**config.mk**
```make
export PLATFORM = sky130hd
export DESIGN_NAME = b01_stream_packer
export DESIGN_NICKNAME = d
export VERILOG_FILES = /design/src/rtl/b01_pkg.sv /design/src/rtl/b01_out_slot.sv /design/src/rtl/b01_stream_packer.sv
export SDC_FILE = /design/constraint.sdc
export NUM_CORES = 1
export LEC_CHECK = 0
export BUFFER_PORTS_ARGS = -buffer_cell sky130_fd_sc_hd__buf_2
export CORE_ASPECT_RATIO = 1.4
export CORE_MARGIN = 8
export CORE_UTILIZATION = 49
export CTS_CLUSTER_SIZE = 20
export DETAILED_ROUTE_END_ITERATION = 8
export GPL_ROUTABILITY_DRIVEN = 0
export PLACE_DENSITY = 0.73
export SLEW_MARGIN = 40
export SYNTH_ARGS = -nofsm -noshare
export SYNTH_HDL_FRONTEND = slang
export SYNTH_HIERARCHICAL = 1
export SYNTH_SLANG_ARGS = --single-unit
```
**constraint.sdc**
```tcl
create_clock -name clock -period 1.72 [get_ports clock]
set_input_delay 0.516 -clock clock [delete_from_list [all_inputs] [get_ports clock]]
set_output_delay 0.516 -clock clock [all_outputs]
set_load 0.05 [all_outputs]
```
**src/rtl/b01_pkg.sv**
```systemverilog
`default_nettype none
// ============================================================================
//  Module      : b01_pkg
//  Description : Shared types, default sizes and helpers for the b01 stream
//                packer (assembly state encoding, saturating increment).
//  Revision    : 1.0 - initial release
// ============================================================================
package b01_pkg;

    // Assembly FSM states: IDLE means no partial word is held.
    typedef enum logic [0:0] {
        ST_IDLE     = 1'b0,
        ST_ASSEMBLE = 1'b1
    } state_e;

    localparam int c_default_word_w    = 8;
    localparam int c_default_ovf_cnt_w = 4;

    // Increment that sticks at the all-ones value of a 'width'-bit counter.
    function automatic logic [31:0] sat_inc(input logic [31:0] value, input int width);
        logic [31:0] v_max;
        v_max = (width >= 32) ? 32'hFFFF_FFFF : ((32'd1 << width) - 32'd1);
        return (value >= v_max) ? v_max : (value + 32'd1);
    endfunction

endpackage : b01_pkg
`default_nettype wire

```
**src/rtl/b01_out_slot.sv**
```systemverilog
`default_nettype none
// ============================================================================
//  Module      : b01_out_slot
//  Description : One-entry valid/ready output register. A load is taken only
//                when the slot is free; a full slot drains on ready and may
//                be refilled in the same cycle.
//  Revision    : 1.0 - initial release
// ============================================================================
module b01_out_slot
    import b01_pkg::*;
#(
    parameter int WORD_W = c_default_word_w
) (
    input  logic              clk,
    input  logic              rst_n,
    input  logic              i_load,
    input  logic [WORD_W-1:0] i_data,
    input  logic              i_ovf,
    input  logic              i_ready,
    output logic              o_free,
    output logic [WORD_W-1:0] o_data,
    output logic              o_ovf,
    output logic              o_valid
);

    logic              r_valid;
    logic [WORD_W-1:0] r_data;
    logic              r_ovf;

    // Slot can accept a word when empty or when the held word leaves this cycle.
    assign o_free  = !r_valid || i_ready;
    assign o_data  = r_data;
    assign o_ovf   = r_ovf;
    assign o_valid = r_valid;

    // Load on completion into a free slot, otherwise drain on handshake; data is kept after drain.
    always_ff @(posedge clk or negedge rst_n) begin
        if (!rst_n) begin
            r_valid <= 1'b0;
            r_data  <= '0;
            r_ovf   <= 1'b0;
        end else if (i_load && o_free) begin
            r_valid <= 1'b1;
            r_data  <= i_data;
            r_ovf   <= i_ovf;
        end else if (r_valid && i_ready) begin
            r_valid <= 1'b0;
        end
    end

endmodule : b01_out_slot
`default_nettype wire

```
**src/rtl/b01_stream_packer.sv**
```systemverilog
`default_nettype none
// ============================================================================
//  Module      : b01_stream_packer
//  Description : Packs the b01 comparator's serial outp/overflw stream
//                LSB-first into WORD_W-bit words, presents them through a
//                one-entry valid/ready slot, counts overflow events
//                (saturating) and flags words dropped under backpressure.
//  Revision    : 1.0 - initial release
// ============================================================================
module b01_stream_packer
    import b01_pkg::*;
#(
    parameter int WORD_W    = c_default_word_w,
    parameter int OVF_CNT_W = c_default_ovf_cnt_w
) (
    input  logic                 clock,
    input  logic                 reset,
    input  logic                 in_valid,
    input  logic                 outp,
    input  logic                 overflw,
    input  logic                 clear,
    output logic [WORD_W-1:0]    word_data,
    output logic                 word_ovf,
    output logic                 word_valid,
    input  logic                 word_ready,
    output logic [OVF_CNT_W-1:0] ovf_count,
    output logic                 drop_flag,
    output logic                 busy
);

    localparam int                 c_cnt_w    = (WORD_W > 1) ? $clog2(WORD_W) : 1;
    localparam logic [c_cnt_w-1:0] c_last_idx = c_cnt_w'(WORD_W - 1);
    localparam logic [0:0]         c_st_idle  = ST_IDLE;
    localparam logic [0:0]         c_st_asm   = ST_ASSEMBLE;

    logic [0:0]           r_state;
    logic [c_cnt_w-1:0]   r_bit_cnt;
    logic [WORD_W-1:0]    r_shift;
    logic                 r_ovf_acc;
    logic [OVF_CNT_W-1:0] r_ovf_count;
    logic                 r_drop;

    logic                 w_accept;
    logic                 w_complete;
    logic                 w_slot_free;
    logic [WORD_W-1:0]    w_shift_next;
    logic                 w_ovf_next;

    // A bit is taken whenever it is offered and no soft clear is pending.
    assign w_accept   = in_valid && !clear;
    assign w_complete = w_accept && (r_bit_cnt == c_last_idx);
    assign w_ovf_next = r_ovf_acc | overflw;

    // Insert the incoming bit at the current fill position of the word.
    always_comb begin
        w_shift_next            = r_shift;
        w_shift_next[r_bit_cnt] = outp;
    end

    // Assembly FSM: fill bit positions, return to IDLE once the word is complete.
    always_ff @(posedge clock or negedge reset) begin
        if (!reset) begin
            r_state   <= c_st_idle;
            r_bit_cnt <= '0;
            r_shift   <= '0;
            r_ovf_acc <= 1'b0;
        end else if (clear) begin
            r_state   <= c_st_idle;
            r_bit_cnt <= '0;
            r_shift   <= '0;
            r_ovf_acc <= 1'b0;
        end else if (w_accept) begin
            if (w_complete) begin
                r_state   <= c_st_idle;
                r_bit_cnt <= '0;
                r_shift   <= '0;
                r_ovf_acc <= 1'b0;
            end else begin
                r_state   <= c_st_asm;
                r_bit_cnt <= r_bit_cnt + 1'b1;
                r_shift   <= w_shift_next;
                r_ovf_acc <= w_ovf_next;
            end
        end
    end

    // Statistics: saturating overflow-event count and sticky drop indication.
    always_ff @(posedge clock or negedge reset) begin
        if (!reset) begin
            r_ovf_count <= '0;
            r_drop      <= 1'b0;
        end else if (clear) begin
            r_ovf_count <= '0;
            r_drop      <= 1'b0;
        end else begin
            if (w_accept && overflw) begin
                r_ovf_count <= OVF_CNT_W'(sat_inc(32'(r_ovf_count), OVF_CNT_W));
            end
            if (w_complete && !w_slot_free) begin
                r_drop <= 1'b1;
            end
        end
    end

    // The completed word is offered to the slot; it is lost if the slot is still occupied.
    b01_out_slot #(
        .WORD_W (WORD_W)
    ) u_out_slot (
        .clk     (clock),
        .rst_n   (reset),
        .i_load  (w_complete),
        .i_data  (w_shift_next),
        .i_ovf   (w_ovf_next),
        .i_ready (word_ready),
        .o_free  (w_slot_free),
        .o_data  (word_data),
        .o_ovf   (word_ovf),
        .o_valid (word_valid)
    );

    assign ovf_count = r_ovf_count;
    assign drop_flag = r_drop;
    assign busy      = (r_state == c_st_asm);

endmodule : b01_stream_packer
`default_nettype wire
```
==> metrics.csv, run 1 <==
metric,value,unit
outcome,"finished, final reports clean",
route.met2.wl,1.678,mm
die_x,62.53,um
cp_max_fo,16,
core,2878,um^2
tritoncts,yes,
grt_usage,13.20,%
relSlewSlack,59.52,%
layout_common_cells,"28 x dfrtp_1, 22 x buf_2, 10 x nand2_1, 10 x nor2_1, 9 x mux2_4",
final_area,1709,um^2
cts_root_buffer,clkbuf_8,
cap_violations,0,
drive_gt1_share,35.67,%
finalSetupViolCount,0,
finalMaxSlewViolations,0,
critical_path_required,1.88,ns
nNetsFinal,169,
worst_setup_path_start_kind,flop,
ioPinCount,23,
postCtsHoldBufs,0,
highest_layer,met4,
cts.sinks,28,
met1_length,1.292,mm
ys_ff_latch,28,
drt_drc_violations_left,0,
cts-resized-gates,0,
grt.overflow.total,0,
hpwl,2.313,mm
dr_wl_met3,107,um
ys_types,41,
syn-cell-area,1485,um^2
startpoint,r_bit_cnt[1]$_DFFE_PN0P_,
fin_util,59.39,%
power.ir.vdd_worst,400.5,uV
synth_area_leaders,"dfrtp_1 47%, mux2_4 9.1%, mux2_2 6.1%",
grt_first_pass_wirelength,5.533,mm
die-area,5074,um^2
finalSetupTns,0,ns
r2r_start,r_bit_cnt[1]$_DFFE_PN0P_,
fin_crit,1.630,ns
r2r_setup_slack,0.09,ns
drt-total-wl,3.104,mm
avgViaCountPerCell,5.701,
p_per_area,683.3,nW/um^2
cts_buffer_depth,2,
die-height,81.14,um
timing.fmax,0.6136,GHz
grt_pass1_vias,1205,
worstRegToRegCells,4,
fin_crit_sh,94.75,%
num_antenna_cells,0,
num_rows,23,
hold_class,primary input to asynchronous set/reset pin,
critPathCaptureType,flop,
seq_area_frac_synth,47.18,%
cts_max_level,1,
rr_endpoint,u_out_slot/o_data[4]$_DFFE_PN0P_,
initial_core_util,51.61,%
avgRoutedWirePerCell,16.00,um
skew,0.002434,ns
antenna_left,0,
synth_nets,142,
netlist_instances,132,
final_common_cell,dfrtp_1,
io_buffers,22,
clk_latency,0.26,ns
antenna_found_initial,0,
first_pass_iters,4,
arrival,1.79,ns
nFillCells,278,
rsz0062_at_grt,no,
power.leakage,0.8605,nW
tightest_slew,0.6073,ns
cts_setup_buffers,0,
critical_path_class,flop to flop,
synth_top_cell_by_area,dfrtp_1,
area_delta_synth_final,15.08,%
grt_max_degree,29,
num_vias,1106,
placed_cell_area,1668,um^2
numCtsBuffers,3,
clk_pin_slew,0.09,ns
synth_top_area_share,47.18,%
drt-initial-drc-count,12,
yosysWarnings,6,
hold_violations,0,
avgSynthCellArea,11.25,um^2
crit_end,u_out_slot/o_data[4]$_DFFE_PN0P_,
[layout make-up]
class                      instances  area, um^2  area share [%]
clock buffer                       3       41.29           2.416
inverter                           2       7.507          0.4392
multi-input combinational         95       750.7           43.92
sequential                        28       700.7           41.00
tap                               37       46.29           2.709
timing repair buffer              29       162.7           9.517
[cells by family after synthesis]
kind of cell    count (synthesis)  share of synthesized area (%)
flops                          28                          47.18
fa+ha+maj                       3                          2.528
buf+inv                         9                          2.780
mux                            19                          16.51
compound gates                 20                          9.183
simple gates                   53                          21.82
[per-layer routing]
layer | vias to the layer above | global-route usage (%)
met4 | 0 | 5.492
met3 | 2 | 2.338
met2 | 18 | 23.99
met5 | - | 0
met1 | 560 | 15.07
li1 | 526 | -
[stage by stage]
| stage | total power [mW] | hold WS (ns) | cells | setup slack (ns) |
|---|---|---|---|---|
| floorplan | 0.7884 | 0.2204 | 132 | 0.04629 |
| global placement | 0.8353 | 0.4919 | 191 | 0.09821 |
| detailed placement | 0.8414 | 0.4888 | 191 | 0.08108 |
| CTS | 1.187 | 0.2724 | 194 | 0.07761 |
| global route | 1.222 | 0.3065 | 194 | 0.01182 |
| finish | 1.168 | 0.2526 | 194 | 0.09033 |
[flip-flops by register name, indices dropped and copies added, names as in the netlist, 3 cells and up]
name               count
ovf_count              4
r_bit_cnt              3
r_shift                8
u_out_slot/o_data      8
[critical path, cell delays in order (launching register included)]
cell and delay, ns:
dfrtp_1 0.40, buf_4 0.19, nor3b_1 0.30, mux2_2 0.37, mux2_4 0.26
[synth_stat cells]
library cell,instances
or4b_2,1
nor2b_1,4
and3_1,1
a311oi_1,2
nor3b_1,2
nand4b_1,1
a31oi_1,2
inv_1,2
a211oi_1,2
nand2b_4,1
buf_1,1
nor3_1,2
nand3_1,6
buf_2,3
and2_0,1
ha_1,3
and4b_1,1
nand3_2,1
nand3b_1,1
a22oi_1,1
dfrtp_1,28
nor2_1,11
nand2b_1,2
o211ai_1,1
mux2i_1,2
clkbuf_1,2
nand2_1,10
and3b_1,2
buf_4,1
and2_1,1
mux2_4,9
a32oi_1,1
or2_2,1
a21oi_1,8
nand4bb_1,1
o21ba_2,1
mux2_2,8
o311ai_0,2
nand2_8,1
or3b_1,1
or4b_1,1
[worst min path at each step]
stage	startpoint	end	slack, ns	depth (start not counted)
after floorplan	reset	busy$_DFFE_PN0P_	0.22	0
after global placement	u_out_slot/o_data[5]$_DFFE_PN0P_	u_out_slot/o_data[5]$_DFFE_PN0P_	0.49	1
after detailed placement	u_out_slot/o_data[1]$_DFFE_PN0P_	u_out_slot/o_data[1]$_DFFE_PN0P_	0.49	1
after global routing	reset	r_shift[5]$_DFFE_PN0P_	0.31	1
after CTS	reset	r_bit_cnt[0]$_DFFE_PN0P_	0.27	1
final	reset	u_out_slot/o_data[2]$_DFFE_PN0P_	0.25	1
[power by group]
| group | internal, mW | switching (mW) |
|---|---|---|
| sequential | 0.671 | 0.00933 |
| clock | 0.157 | 0.185 |
| combinational | 0.0512 | 0.0944 |
| total | 0.879 | 0.289 |
(Power assumes the default switching activity.)
==> run 2: changes to the inputs <==
--- a/config.mk
+++ b/config.mk
@@ -5,6 +5,7 @@
 export SDC_FILE = /design/constraint.sdc
 export NUM_CORES = 1
 export LEC_CHECK = 0
+export ABC_AREA = 1
 export BUFFER_PORTS_ARGS = -buffer_cell sky130_fd_sc_hd__buf_2
 export CORE_ASPECT_RATIO = 1.4
 export CORE_MARGIN = 8
@@ -13,6 +14,7 @@
 export DETAILED_ROUTE_END_ITERATION = 8
 export GPL_ROUTABILITY_DRIVEN = 0
 export PLACE_DENSITY = 0.73
+export SKIP_CTS_REPAIR_TIMING = 1
 export SLEW_MARGIN = 40
 export SYNTH_ARGS = -nofsm -noshare
 export SYNTH_HDL_FRONTEND = slang
==> metrics.csv, run 2 <==
metric,value,unit,change
finalNonFillerCells,252,,+30%
antenna_found_initial,0,,unchanged
timing.fmax,0.6437,GHz,+4.9%
die_x,64.26,um,+2.8%
crit_end,ovf_count[0],,
critical_path_required,1.20,ns,-0.68 ns
cp_cell_sequence,buf_2,,
grt_pass1_vias,1215,,+0.83%
hpwl,2.306,mm,-0.30%
antenna_left,0,,unchanged
avgSynthCellArea,8.409,um^2,-25%
synth_nets,200,,+41%
final_common_cell,nand2_1,,
skew,0.004644,ns,+0.002210 ns
synth_edf_count,0,,unchanged
ioPinCount,23,,unchanged
nFillCells,289,,+4.0%
cpMaxStageDelayCell,dfrtp_1,,
ys_types,25,,-39%
hold_class,primary input to asynchronous set/reset pin,,
synthArstFlopShare,100.0,%,unchanged
layout_common_cells,"69 x nand2_1, 28 x dfrtp_1, 22 x buf_2, 18 x nand3_1, 17 x inv_1",,
yosysMostFrequentCell,nand2_1,,
nNetsFinal,224,,+33%
finalSetupTns,0,ns,unchanged
critical-path-top-delay-family,flip-flops,,
drt-initial-drc-count,64,,+52
arrival,1.04,ns,-0.75 ns
placed_cell_area,1715,um^2,+2.9%
num_vias,1251,,+13%
io_buffers,22,,unchanged
cts_root_buffer,clkbuf_8,,
avgRoutedWirePerCell,12.22,um,-24%
clk_pin_slew,0.10,ns,about the same
tritoncts,yes,,
dp.cells,248,,+30%
cp_max_fo,6,,-10
cap_violations,0,,unchanged
grt.overflow.total,0,,unchanged
die-height,83.57,um,+3.0%
num_rows,24,,+4.3%
synth_top_cell_by_area,dfrtp_1,,
drt_drc_violations_left,0,,unchanged
cts.sinks,28,,unchanged
relSlewSlack,58.41,%,-1.1 points
finalMaxSlewViolations,0,,unchanged
drt-total-wl,3.080,mm,-0.77%
rr_endpoint,u_out_slot/o_data[0]$_DFFE_PN0P_,,
tightest_slew,0.6238,ns,+0.01655 ns
clk_latency,0.27,ns,about the same
cts_max_level,1,,unchanged
synth_top_area_share,43.85,%,-3.3 points
die-area,5370,um^2,+5.8%
worst_setup_path_start_kind,flop,,
cts_buffer_depth,2,,unchanged
ys.flop_type,dfrtp_1,,
rsz0062_at_grt,no,,
critical_path_class,flop to output pin,,
worstRegToRegCells,8,,+4
fin_ws,0.1666,ns,+0.07625 ns
outcome,"finished, final reports clean",,
r2r_start,r_bit_cnt[1]$_DFFE_PN0P_,,
hold_violations,0,,unchanged
yosysWarnings,6,,unchanged
final_area,1770,um^2,+3.6%
area_delta_synth_final,10.81,%,
seq_area_frac_synth,43.85,%,-3.3 points
grt_max_degree,29,,unchanged
dp_worst_setup_slack,0.2419,ns,+0.1608 ns
initial_core_util,51.16,%,-0.45 points
netlist_instances,190,,+44%
first_pass_iters,4,,unchanged
avgViaCountPerCell,4.964,,-13%
core,3123,um^2,+8.5%
power.ir.vdd_worst,548.8,uV,+37%
grt_usage,11.82,%,-1.4 points
synth_area_leaders,"dfrtp_1 44%, nand2_1 16%, nand3_2 6.3%",,
cp.depth,1,,-3
numCtsBuffers,3,,unchanged
ys_ff_latch,28,,unchanged
grt_first_pass_wirelength,5.444,mm,-1.6%
power.leakage,0.9767,nW,+14%
drive_gt1_share,25.35,%,-10 points
syn-cell-area,1598,um^2,+7.6%
fin_crit_sh,90.32,%,-4.4 points
finalSetupViolCount,0,,unchanged
critPathCaptureType,output pin,,
fin_crit,1.553,ns,-0.07625 ns
startpoint,ovf_count[0]$_DFFE_PN0P_,,
p_per_area,711.4,nW/um^2,+4.1%
cp.buffers_inverters,1,,unchanged
synthTopCellsByCount,"69 x nand2_1, 28 x dfrtp_1, 18 x nand3_1",,
num_antenna_cells,0,,unchanged
critPathMaxStageDelay,0.46,ns,+0.06 ns
r2r_setup_slack,0.21,ns,+0.12 ns
[run 2: metrics by stage]
stage | power [mW] | hold WS, ns | util [%]
after CTS | 1.269 | 0.2680 | 56.69
after global placement | 0.8633 | 0.4548 | 54.93
final | 1.260 | 0.2465 | 56.69
after global routing | 1.308 | 0.3078 | 56.69
after floorplan | 0.8249 | 0.2204 | -
after detailed placement | 0.8657 | 0.4569 | 54.93
[run 2: power by group]
group	internal (mW)	switching, mW	leakage [nW]	total (mW)
registers	0.675	0.0125	0.385	0.687
clock network	0.205	0.203	0.0288	0.407
logic	0.0485	0.117	0.563	0.165
total	0.928	0.332	0.977	1.26
[run 2: cells by family after synthesis]
kind of cell               count (synthesis)  synth area share (%)
buffers and inverters                     28                 10.57
adders and majority gates                  3                 2.350
and+or+nand+nor                          125                 40.33
DFF                                       28                 43.85
AOI/OAI and AO/OA                          6                 2.897
[run 2: metal layers]
layer  part of all wire [%]  vias to the layer above  global-route usage [%]  routed length (um)
met5                      0                        -                       0                   0
met4                   0.62                        0                   2.390                  19
met1                     44                      586                   13.72                1360
met2                     51                       21                   21.69                1582
met3                    3.8                        2                   1.882                 118
li1                       -                      642                       -                   -
[run 2: worst register-to-register path, delay by kind of cell (launching register included)]
family,cells,cell delay [ns]
adder cells (fa/ha/maj),2,0.38
flip-flops,1,0.38
buffers and inverters,2,0.25
AND/OR/NAND/NOR,4,0.41
[run 2: worst min path at each step]
stage | start | endpoint | cells after the start
2_1_floorplan | reset | busy$_DFFE_PN0P_ | 0
3_3_place_gp | u_out_slot/o_data[4]$_DFFE_PN0P_ | u_out_slot/o_data[4]$_DFFE_PN0P_ | 2
3_5_place_dp | u_out_slot/o_data[2]$_DFFE_PN0P_ | u_out_slot/o_data[2]$_DFFE_PN0P_ | 2
4_1_cts | reset | ovf_count[0]$_DFFE_PN0P_ | 1
5_1_grt | reset | ovf_count[2]$_DFFE_PN0P_ | 1
6_report | reset | ovf_count[0]$_DFFE_PN0P_ | 1
[run 2: cell type report]
type / count / area, um^2 / share of cell area (%)
inverters: 20 / 77.57 / 4.382
flip-flops and latches: 28 / 700.7 / 39.58
multi-input cells: 134 / 728.2 / 41.13
well taps: 39 / 48.80 / 2.756
repair buffers: 27 / 160.2 / 9.046
clock buffers: 4 / 55.05 / 3.110
